$ cat src/rtl/if_stage_if.sv
// Signal bundle between the fetch stage, instruction memory, the hazard unit
// and the decode stage. The fetch stage is the master.
interface if_stage_if;
    logic        stall;
    logic        redirect_valid;
    logic [31:0] redirect_pc;
    logic        imem_ready;
    logic [31:0] imem_rdata;
    logic        imem_req;
    logic [31:0] imem_addr;
    logic [31:0] PC_out;
    logic        id_valid;
    logic [31:0] id_inst;
    logic [31:0] id_pc4;

    modport master (
        input  stall, redirect_valid, redirect_pc, imem_ready, imem_rdata,
        output imem_req, imem_addr, PC_out, id_valid, id_inst, id_pc4
    );

    modport slave (
        output stall, redirect_valid, redirect_pc, imem_ready, imem_rdata,
        input  imem_req, imem_addr, PC_out, id_valid, id_inst, id_pc4
    );
endinterface

$ cat src/rtl/if_stage.sv
// Instruction fetch stage: PC register, IF/ID pipeline register and a
// one-entry skid buffer that catches a fetch returning during a stall.
module if_stage (
    input  logic          clk,
    input  logic          rst,
    if_stage_if.master    bus
);

    typedef enum logic [1:0] {BOOT, FETCH, HOLD} state_t;

    state_t      state;
    logic [31:0] pc;
    logic        imem_req_q;
    logic        id_valid_q;
    logic [31:0] id_inst_q;
    logic [31:0] id_pc4_q;
    logic [31:0] skid_data;

    logic [31:0] pc_plus4;
    logic [31:0] redirect_aligned;

    assign pc_plus4         = pc + 32'd4;
    assign redirect_aligned = bus.redirect_pc & ~32'h0000_0003;

    // NOTE: all state uses non-blocking assignments so every register samples
    // pre-edge values; the skid buffer is a plain register and is reset too,
    // keeping it deterministic after an asynchronous reset.
    always_ff @(posedge clk or posedge rst) begin
        if (rst) begin
            state      <= BOOT;
            pc         <= 32'h0;
            imem_req_q <= 1'b0;
            id_valid_q <= 1'b0;
            id_inst_q  <= 32'h0;
            id_pc4_q   <= 32'h0;
            skid_data  <= 32'h0;
        end else begin
            case (state)
                BOOT: begin
                    state      <= FETCH;
                    imem_req_q <= 1'b1;
                end

                FETCH: begin
                    if (bus.redirect_valid) begin
                        pc         <= redirect_aligned;
                        id_valid_q <= 1'b0;
                        id_inst_q  <= 32'h0;
                    end else if (bus.imem_ready && !bus.stall) begin
                        pc         <= pc_plus4;
                        id_valid_q <= 1'b1;
                        id_inst_q  <= bus.imem_rdata;
                        id_pc4_q   <= pc_plus4;
                    end else if (bus.imem_ready) begin
                        // Decode is frozen: park the returned word until release.
                        skid_data  <= bus.imem_rdata;
                        state      <= HOLD;
                        imem_req_q <= 1'b0;
                    end else if (!bus.stall) begin
                        id_valid_q <= 1'b0;
                        id_inst_q  <= 32'h0;
                    end
                end

                HOLD: begin
                    if (bus.redirect_valid) begin
                        pc         <= redirect_aligned;
                        id_valid_q <= 1'b0;
                        id_inst_q  <= 32'h0;
                        state      <= FETCH;
                        imem_req_q <= 1'b1;
                    end else if (!bus.stall) begin
                        pc         <= pc_plus4;
                        id_valid_q <= 1'b1;
                        id_inst_q  <= skid_data;
                        id_pc4_q   <= pc_plus4;
                        state      <= FETCH;
                        imem_req_q <= 1'b1;
                    end
                end

                default: begin
                    state      <= BOOT;
                    imem_req_q <= 1'b0;
                end
            endcase
        end
    end

    assign bus.imem_req  = imem_req_q;
    assign bus.imem_addr = pc;
    assign bus.PC_out    = pc;
    assign bus.id_valid  = id_valid_q;
    assign bus.id_inst   = id_inst_q;
    assign bus.id_pc4    = id_pc4_q;

endmodule

$ cat src/flat_wrapper.sv
// flat-port wrapper written by rule: the top's interface ports become plain ports
module if_stage_flat 
  (clk, rst, bus_stall, bus_redirect_valid, bus_redirect_pc, bus_imem_ready, bus_imem_rdata, bus_imem_req, bus_imem_addr, bus_PC_out, bus_id_valid, bus_id_inst, bus_id_pc4);
  if_stage_if bus_i ();
  input  logic clk;
  input  logic rst;
  input wire logic [$bits(bus_i.stall)-1:0] bus_stall;
  input wire logic [$bits(bus_i.redirect_valid)-1:0] bus_redirect_valid;
  input wire logic [$bits(bus_i.redirect_pc)-1:0] bus_redirect_pc;
  input wire logic [$bits(bus_i.imem_ready)-1:0] bus_imem_ready;
  input wire logic [$bits(bus_i.imem_rdata)-1:0] bus_imem_rdata;
  output wire logic [$bits(bus_i.imem_req)-1:0] bus_imem_req;
  output wire logic [$bits(bus_i.imem_addr)-1:0] bus_imem_addr;
  output wire logic [$bits(bus_i.PC_out)-1:0] bus_PC_out;
  output wire logic [$bits(bus_i.id_valid)-1:0] bus_id_valid;
  output wire logic [$bits(bus_i.id_inst)-1:0] bus_id_inst;
  output wire logic [$bits(bus_i.id_pc4)-1:0] bus_id_pc4;
  assign bus_i.stall = bus_stall;
  assign bus_i.redirect_valid = bus_redirect_valid;
  assign bus_i.redirect_pc = bus_redirect_pc;
  assign bus_i.imem_ready = bus_imem_ready;
  assign bus_i.imem_rdata = bus_imem_rdata;
  assign bus_imem_req = bus_i.imem_req;
  assign bus_imem_addr = bus_i.imem_addr;
  assign bus_PC_out = bus_i.PC_out;
  assign bus_id_valid = bus_i.id_valid;
  assign bus_id_inst = bus_i.id_inst;
  assign bus_id_pc4 = bus_i.id_pc4;
  if_stage u_core (.clk(clk), .rst(rst), .bus(bus_i));
endmodule
$ cat config.mk
export PLATFORM = sky130hd
export DESIGN_NAME = if_stage_flat
export DESIGN_NICKNAME = d
export VERILOG_FILES = /design/src/rtl/if_stage_if.sv /design/src/rtl/if_stage.sv /design/src/flat_wrapper.sv
export SDC_FILE = /design/constraint.sdc
export NUM_CORES = 1
export LEC_CHECK = 0
export CAP_MARGIN = 20
export CORE_ASPECT_RATIO = 0.7
export CORE_UTILIZATION = 43
export DETAILED_ROUTE_END_ITERATION = 8
export HOLD_SLACK_MARGIN = 0.1
export PLACE_DENSITY = 0.77
export SLEW_MARGIN = 20
export SYNTH_ARGS = -nofsm -noshare
export SYNTH_HDL_FRONTEND = slang
export SYNTH_SLANG_ARGS = --single-unit
$ cat constraint.sdc
create_clock -name clk -period 4 [get_ports clk]
set_clock_uncertainty 0.15 [all_clocks]
set_input_delay 0.6 -clock clk [delete_from_list [all_inputs] [get_ports clk]]
set_output_delay 0.6 -clock clk [all_outputs]
set_load 0.02 [all_outputs]
# Word level (Yosys, flattened, before mapping)
# Index checks and enable logic that the tools add are counted.
[totals] register_bits=132 out_inout_bits=130 elab_cells=64
[op_classes] add_sub_neg=1 eq_ne=12 mux=33 n_bitwise=2 reduce_logical=9
[ops] op="$mux 32" count=12
[ops] op="$pmux 32 s2" count=3
[ops] op="$add 32x3->32 const B" count=1
[ops] op="$reduce_and 4->1" count=3
[ops] op="$mux 1" count=10
[ops] op="$mux 2" count=5
[ops] op="$ne 2x2->1 const B" count=5
[ops] op="$ne 4x3->1 const B" count=2
[ops] op="$pmux 2 s3" count=1
[ops] op="$reduce_and 5->1" count=1
[ops] op="$ne 3x2->1 const B" count=1
[ops] op="$ne 3x3->1 const B" count=1
[ops] op="$pmux 1 s3" count=1
[ops] op="$reduce_and 3->1" count=1
[ops] op="$eq 2x1->1 const B" count=1
[ops] op="$eq 2x2->1 const B" count=1
[ops] op="$logic_not 2->1" count=1
[ops] op="$ne 2x1->1 const B" count=1
[ops] op="$not 1->1" count=2
[ops] op="$pmux 1 s2" count=1
[ops] op="$reduce_bool 2->1" count=1
[ops] op="$logic_and 1x1->1" count=1
[ops] op="$logic_not 1->1" count=1

# Logic depth before layout (Yosys ltp)
[logic_depth] word_depth=5 depth_mapped=9

# Worst setup path before layout
# Ideal clock, no wire load.
[synth_timing] path_type="reg2reg" startpoint="register u_core.state[0]" endpoint="register u_core.id_pc4_q[3] (netlist: u_core.bus.id_pc4[3])" setup_time_ps=125 arrival_ps=2050 setup_slack_ps=1676 stages_incl_launch_ff=7 n_path_buf=2 cell_sequence="dfrtp_1 -> inv_1 -> ha_1 -> clkbuf_1 -> a32oi_1 -> clkbuf_1 -> mux2_2"
[synth_between] elab_chain_cells=3 word_cells_on_any_way=9
[synth_lines] item="start, declared" line="if_stage.sv:11" rtl="state_t state;"
[synth_lines] item="start signal, assigned" line="if_stage.sv:30" rtl="state <= BOOT;"
[synth_lines] item="start signal, assigned" line="if_stage.sv:40" rtl="state <= FETCH;"
[synth_lines] item="start signal, assigned" line="if_stage.sv:57" rtl="state <= HOLD;"
[synth_lines] item="$eq 2x1->1 or $eq 2x2->1 (tied branches)" line="if_stage.sv:38" rtl="case (state)"
[synth_lines] item="$ne 2x1->1 (no source line) (tied with other cells)"
[synth_lines] item="$reduce_and 5->1 (no source line)"
[synth_lines] item="end signal, assigned" line="if_stage.sv:53" rtl="id_pc4_q <= pc_plus4;"
[synth_lines] item="end signal, assigned" line="if_stage.sv:76" rtl="id_pc4_q <= pc_plus4;"
[synth_lines] item="end, declared" line="if_stage.sv:16" rtl="logic [31:0] id_pc4_q;"
# Parallel ways exist; a longest one is shown, timed or not.
# A chain may end at the register's enable or synchronous reset.

# Final worst setup path
[layout_timing] startpoint="input port bus_stall" endpoint="register u_core.id_inst_q[9] (netlist: u_core.bus.id_inst[9])"
[layout_between] elab_chain_cells=5 word_cells_on_any_way=9
[layout_lines] item="start, declared" line="flat_wrapper.sv:7" rtl="input wire logic [$bits(bus_i.stall)-1:0] bus_stall;"
[layout_lines] item="$logic_not 1->1" line="if_stage.sv:49" rtl="end else if (bus.imem_ready && !bus.stall) begin"
[layout_lines] item="$logic_and 1x1->1" line="if_stage.sv:49"
[layout_lines] item="$mux 32" line="if_stage.sv:49"
[layout_lines] item="$mux 32" line="if_stage.sv:45" rtl="if (bus.redirect_valid) begin"
[layout_lines] item="$pmux 32 s2" line="if_stage.sv:38"
[layout_lines] item="end signal, assigned" line="if_stage.sv:52" rtl="id_inst_q <= bus.imem_rdata;"
[layout_lines] item="end signal, assigned" line="if_stage.sv:75" rtl="id_inst_q <= skid_data;"
[layout_lines] item="end, declared" line="if_stage.sv:15" rtl="logic [31:0] id_inst_q;"
# Parallel ways exist; a longest one is shown, timed or not.

==> flow_summary.ini <==
[cells_and_area]
num-fill-cells = 1248
finish.net_count = 885
diodes = 0
finish.utilization = 0.608
final_layout_size_suffix_gt1_frac = 0.113
relative_area_change_from_synthesis_to_final_layout_pct = 37.6

[clocking]
clock_path_buffers = 2
tritoncts = done
htree_num_levels = 4
buffer_count_from_post_cts_setup_fixing = 0
insertion_delay_ns = 0.42
cts_sinks = 127
cts_resized = 0
cts.reportedPaths.clkPinSlew_ns = 0.06
clock_tree.root_cell = sky130_fd_sc_hd__clkbuf_16
tritoncts.num_buffers = 17
cts-hold-fix-buffers = 0

[yosys]
yosysTopAreaCellShare = 0.487
async_flop_share = 1.00
synth_cell_types = 56
commonest_register_cell_after_synthesis = sky130_fd_sc_hd__dfrtp_1
synth.area.top_cells = sky130_fd_sc_hd__dfrtp_1 49%, sky130_fd_sc_hd__o21ai_0 6.1%, sky130_fd_sc_hd__mux2_2 5.7%
ys_ff_latch = 127
edff_count_synth = 0
synth.cell_area_sq_um = 6530
synth.top_cells.by_count = 127 x sky130_fd_sc_hd__dfrtp_1, 93 x sky130_fd_sc_hd__nand2_1, 79 x sky130_fd_sc_hd__o21ai_0, 37 x sky130_fd_sc_hd__buf_4, 37 x sky130_fd_sc_hd__clkbuf_1
synthesis.yosys.warnings = 0
synth-seq-area-share = 0.487
yosys.cell_count.top_type = sky130_fd_sc_hd__dfrtp_1
post-synth-top-area-cell = sky130_fd_sc_hd__dfrtp_1
synthCells = 672
synth.avg_cell_area_sq_um = 9.72

[worst_setup_path]
worstSetupPathType = in2reg
critPathLaunchType = primary input
critPathRequiredTime_ns = 4.08
worst-path-max-fanout = 66
cp_slowest_cell = sky130_fd_sc_hd__nand2_2
rr_startpoint = u_core.bus.PC_out[2]$_DFFE_PP0P_
r2r_end = u_core.bus.id_pc4[30]$_DFFE_PP0P_
endpoint_kind = flip-flop
rr_worst_depth = 6
critPathMaxStageDelay_ns = 0.79
crit_buf_inv = 1
cpLargestDelayFamily = simple AND/OR/NAND/NOR gates
critPathArrivalTime_ns = 2.71
critical_path.most_common_cell = sky130_fd_sc_hd__o21ai_0
reg2reg_setup_slack_ns = 1.40
cp_cell_sequence = clkdlybuf4s50_1 -> nor2b_1 -> o21ai_0 -> nand2_2 -> o21ai_0

[power]
power_leakage_nw = 3.57
ir_drop_v = 0.000406
power_mw = 7.75
power_density_over_cell_area_nw_per_um2 = 862

[run_status]
status = finished, final reports clean

[floorplan]
die_area_sq_um = 15700
ios = 199
chipWidth_microns = 149
vertical_die_dimension_microns = 105
initial_utilization = 0.442
floorplan.rows = 37
core_region_sq_um = 14800

[drt]
drc = 0
detail-route-antenna-nets = 0
dr.pass1.iters = 5
wire_per_inst_microns = 17.0
routed_wl_microns = 17400
route.vias.total = 5505
vias_per_cell = 5.40
drtIter0Drc = 508

[sta]
maxClockFrequency_ghz = 0.381
worst_slew_margin_rel = 0.300
worst_slew_pin_slew_ns = 1.05
hold_viol = 0
final_worst_path_cycle_share = 0.657
period_needed_ns = 2.63
finalSetupTns_ns = 0
finalSetupViolations = 0
slew_viol_final = 0
grt_setup_unrepaired = no

[grt]
busiest_grt_layer = met1
global_route_wire_length_before_repair_microns = 27800
groute.layer.met2.usage = 0.316
globalRoute.totalOverflow = 0
antenna_found_initial = 0
grt_start_max_net_pins = 67
vias_in_the_first_global_route = 5109
grt.met3_usage = 0.0607
globalRouteMet1Util = 0.350
groute.usage.overall = 0.229

[placement]
port-buffer-count = 190
place.detailed.hpwl_microns = 12300
gp_congestion = 0.870

[min_path]
worst_hold_path_type = reg2reg
holdCritStartpoint = u_core.bus.id_pc4[31]$_DFFE_PP0P_
worstHoldEndpoint = u_core.bus.id_pc4[31]$_DFFE_PP0P_
hold_path_depth = 2

[flow_run]
count_of_max_cap_constraint_violations = 0
[worst reg2reg max path, stage by stage (launching register included)]
cell                      delay [ns]
sky130_fd_sc_hd__dfrtp_1        0.54
sky130_fd_sc_hd__ha_1           0.30
sky130_fd_sc_hd__and3_1         0.37
sky130_fd_sc_hd__nand4_1        0.23
sky130_fd_sc_hd__nor4_1         0.60
sky130_fd_sc_hd__xnor2_1        0.21
sky130_fd_sc_hd__o21ai_1        0.08
[per-layer routing]
metal  up-vias  share of wire  wire length (microns)
met5         -              0                      0
met4         0          0.011                    184
met3        16          0.082                   1430
met2       224           0.42                   7340
met1      2622           0.49                   8440
li1       2643              -                      -
[stage by stage]
| stage | area, sq um | cells | hold slack [ns] | setup WS [ns] |
|---|---|---|---|---|
| 2_1_floorplan | 6550 | 677 | 0.330 | 1.68 |
| 5_1_grt | 8990 | 1020 | 0.343 | 1.21 |
| 3_3_place_gp | 8320 | 988 | 0.307 | 1.05 |
| 4_1_cts | 8990 | 1020 | 0.330 | 1.38 |
| 3_5_place_dp | 8320 | 988 | 0.317 | 0.949 |
| 6_report | 8990 | 1020 | 0.321 | 1.37 |
[logic make-up (layout without fill, tap and decap cells)]
logic type | Yosys count | count (layout) | share of synthesized area
AOI/OAI and AO/OA | 175 | 175 | 0.166
xor gates and xnor gates | 27 | 27 | 0.0362
adders and majority gates | 4 | 4 | 0.00766
buffers and inverters | 93 | 241 | 0.0841
DFF | 127 | 127 | 0.487
muxes | 37 | 37 | 0.0630
other | 1 | 6 | 0.000574
and+or+nand+nor | 208 | 208 | 0.156
[cells in the final DEF (no fill, tap or decap), types with 11 or more instances in the layout]
master and n:
sky130_fd_sc_hd__clkdlybuf4s50_1 189, sky130_fd_sc_hd__dfrtp_1 127, sky130_fd_sc_hd__nand2_1 92, sky130_fd_sc_hd__o21ai_0 79
sky130_fd_sc_hd__a22oi_1 34, sky130_fd_sc_hd__mux2_2 33, sky130_fd_sc_hd__nor2_1 27, sky130_fd_sc_hd__nand3_1 19
sky130_fd_sc_hd__xnor2_1 18, sky130_fd_sc_hd__nor3_1 17, sky130_fd_sc_hd__clkbuf_16 17, sky130_fd_sc_hd__a21oi_1 16
sky130_fd_sc_hd__and3_1 11
[worst max path at each step]
stage	start	end	depth (start not counted)
final	bus_stall	u_core.bus.id_inst[9]$_DFFE_PP0P_	5
after global routing	bus_stall	u_core.bus.id_inst[21]$_DFFE_PP0P_	5
after CTS	bus_stall	u_core.bus.id_inst[9]$_DFFE_PP0P_	5
after detailed placement	bus_stall	u_core.bus.id_inst[9]$_DFFE_PP0P_	5
after global placement	bus_stall	u_core.bus.id_inst[10]$_DFFE_PP0P_	5
after floorplan	rst	u_core.bus.PC_out[10]$_DFFE_PP0P_	1
[final cells by class]
type | count | area [sq um] | share of cell area
sequential | 127 | 3180 | 0.354
multi-input combinational | 457 | 2860 | 0.318
timing repair buffer | 202 | 2010 | 0.224
clock buffer | 20 | 457 | 0.0508
tap | 195 | 244 | 0.0272
clock inverter | 12 | 208 | 0.0231
inverter | 7 | 30.0 | 0.00334
[state kept, by name, summed over array words and instances, names as in the netlist]
| register | count |
|---|---|
| u_core.skid_data | 32 |
| u_core.bus.id_valid | 1 |
| u_core.bus.PC_out | 30 |
| u_core.bus.id_pc4 | 30 |
| u_core.bus.id_inst | 32 |
| u_core.state | 2 |
[power by group]
part | internal [mW] | switching, mW
Combinational | 1.62 | 1.93
Sequential | 1.85 | 0.603
Clock | 1.15 | 0.592
Total | 4.62 | 3.13
No activity file was read; power rests on OpenSTA's default activity.
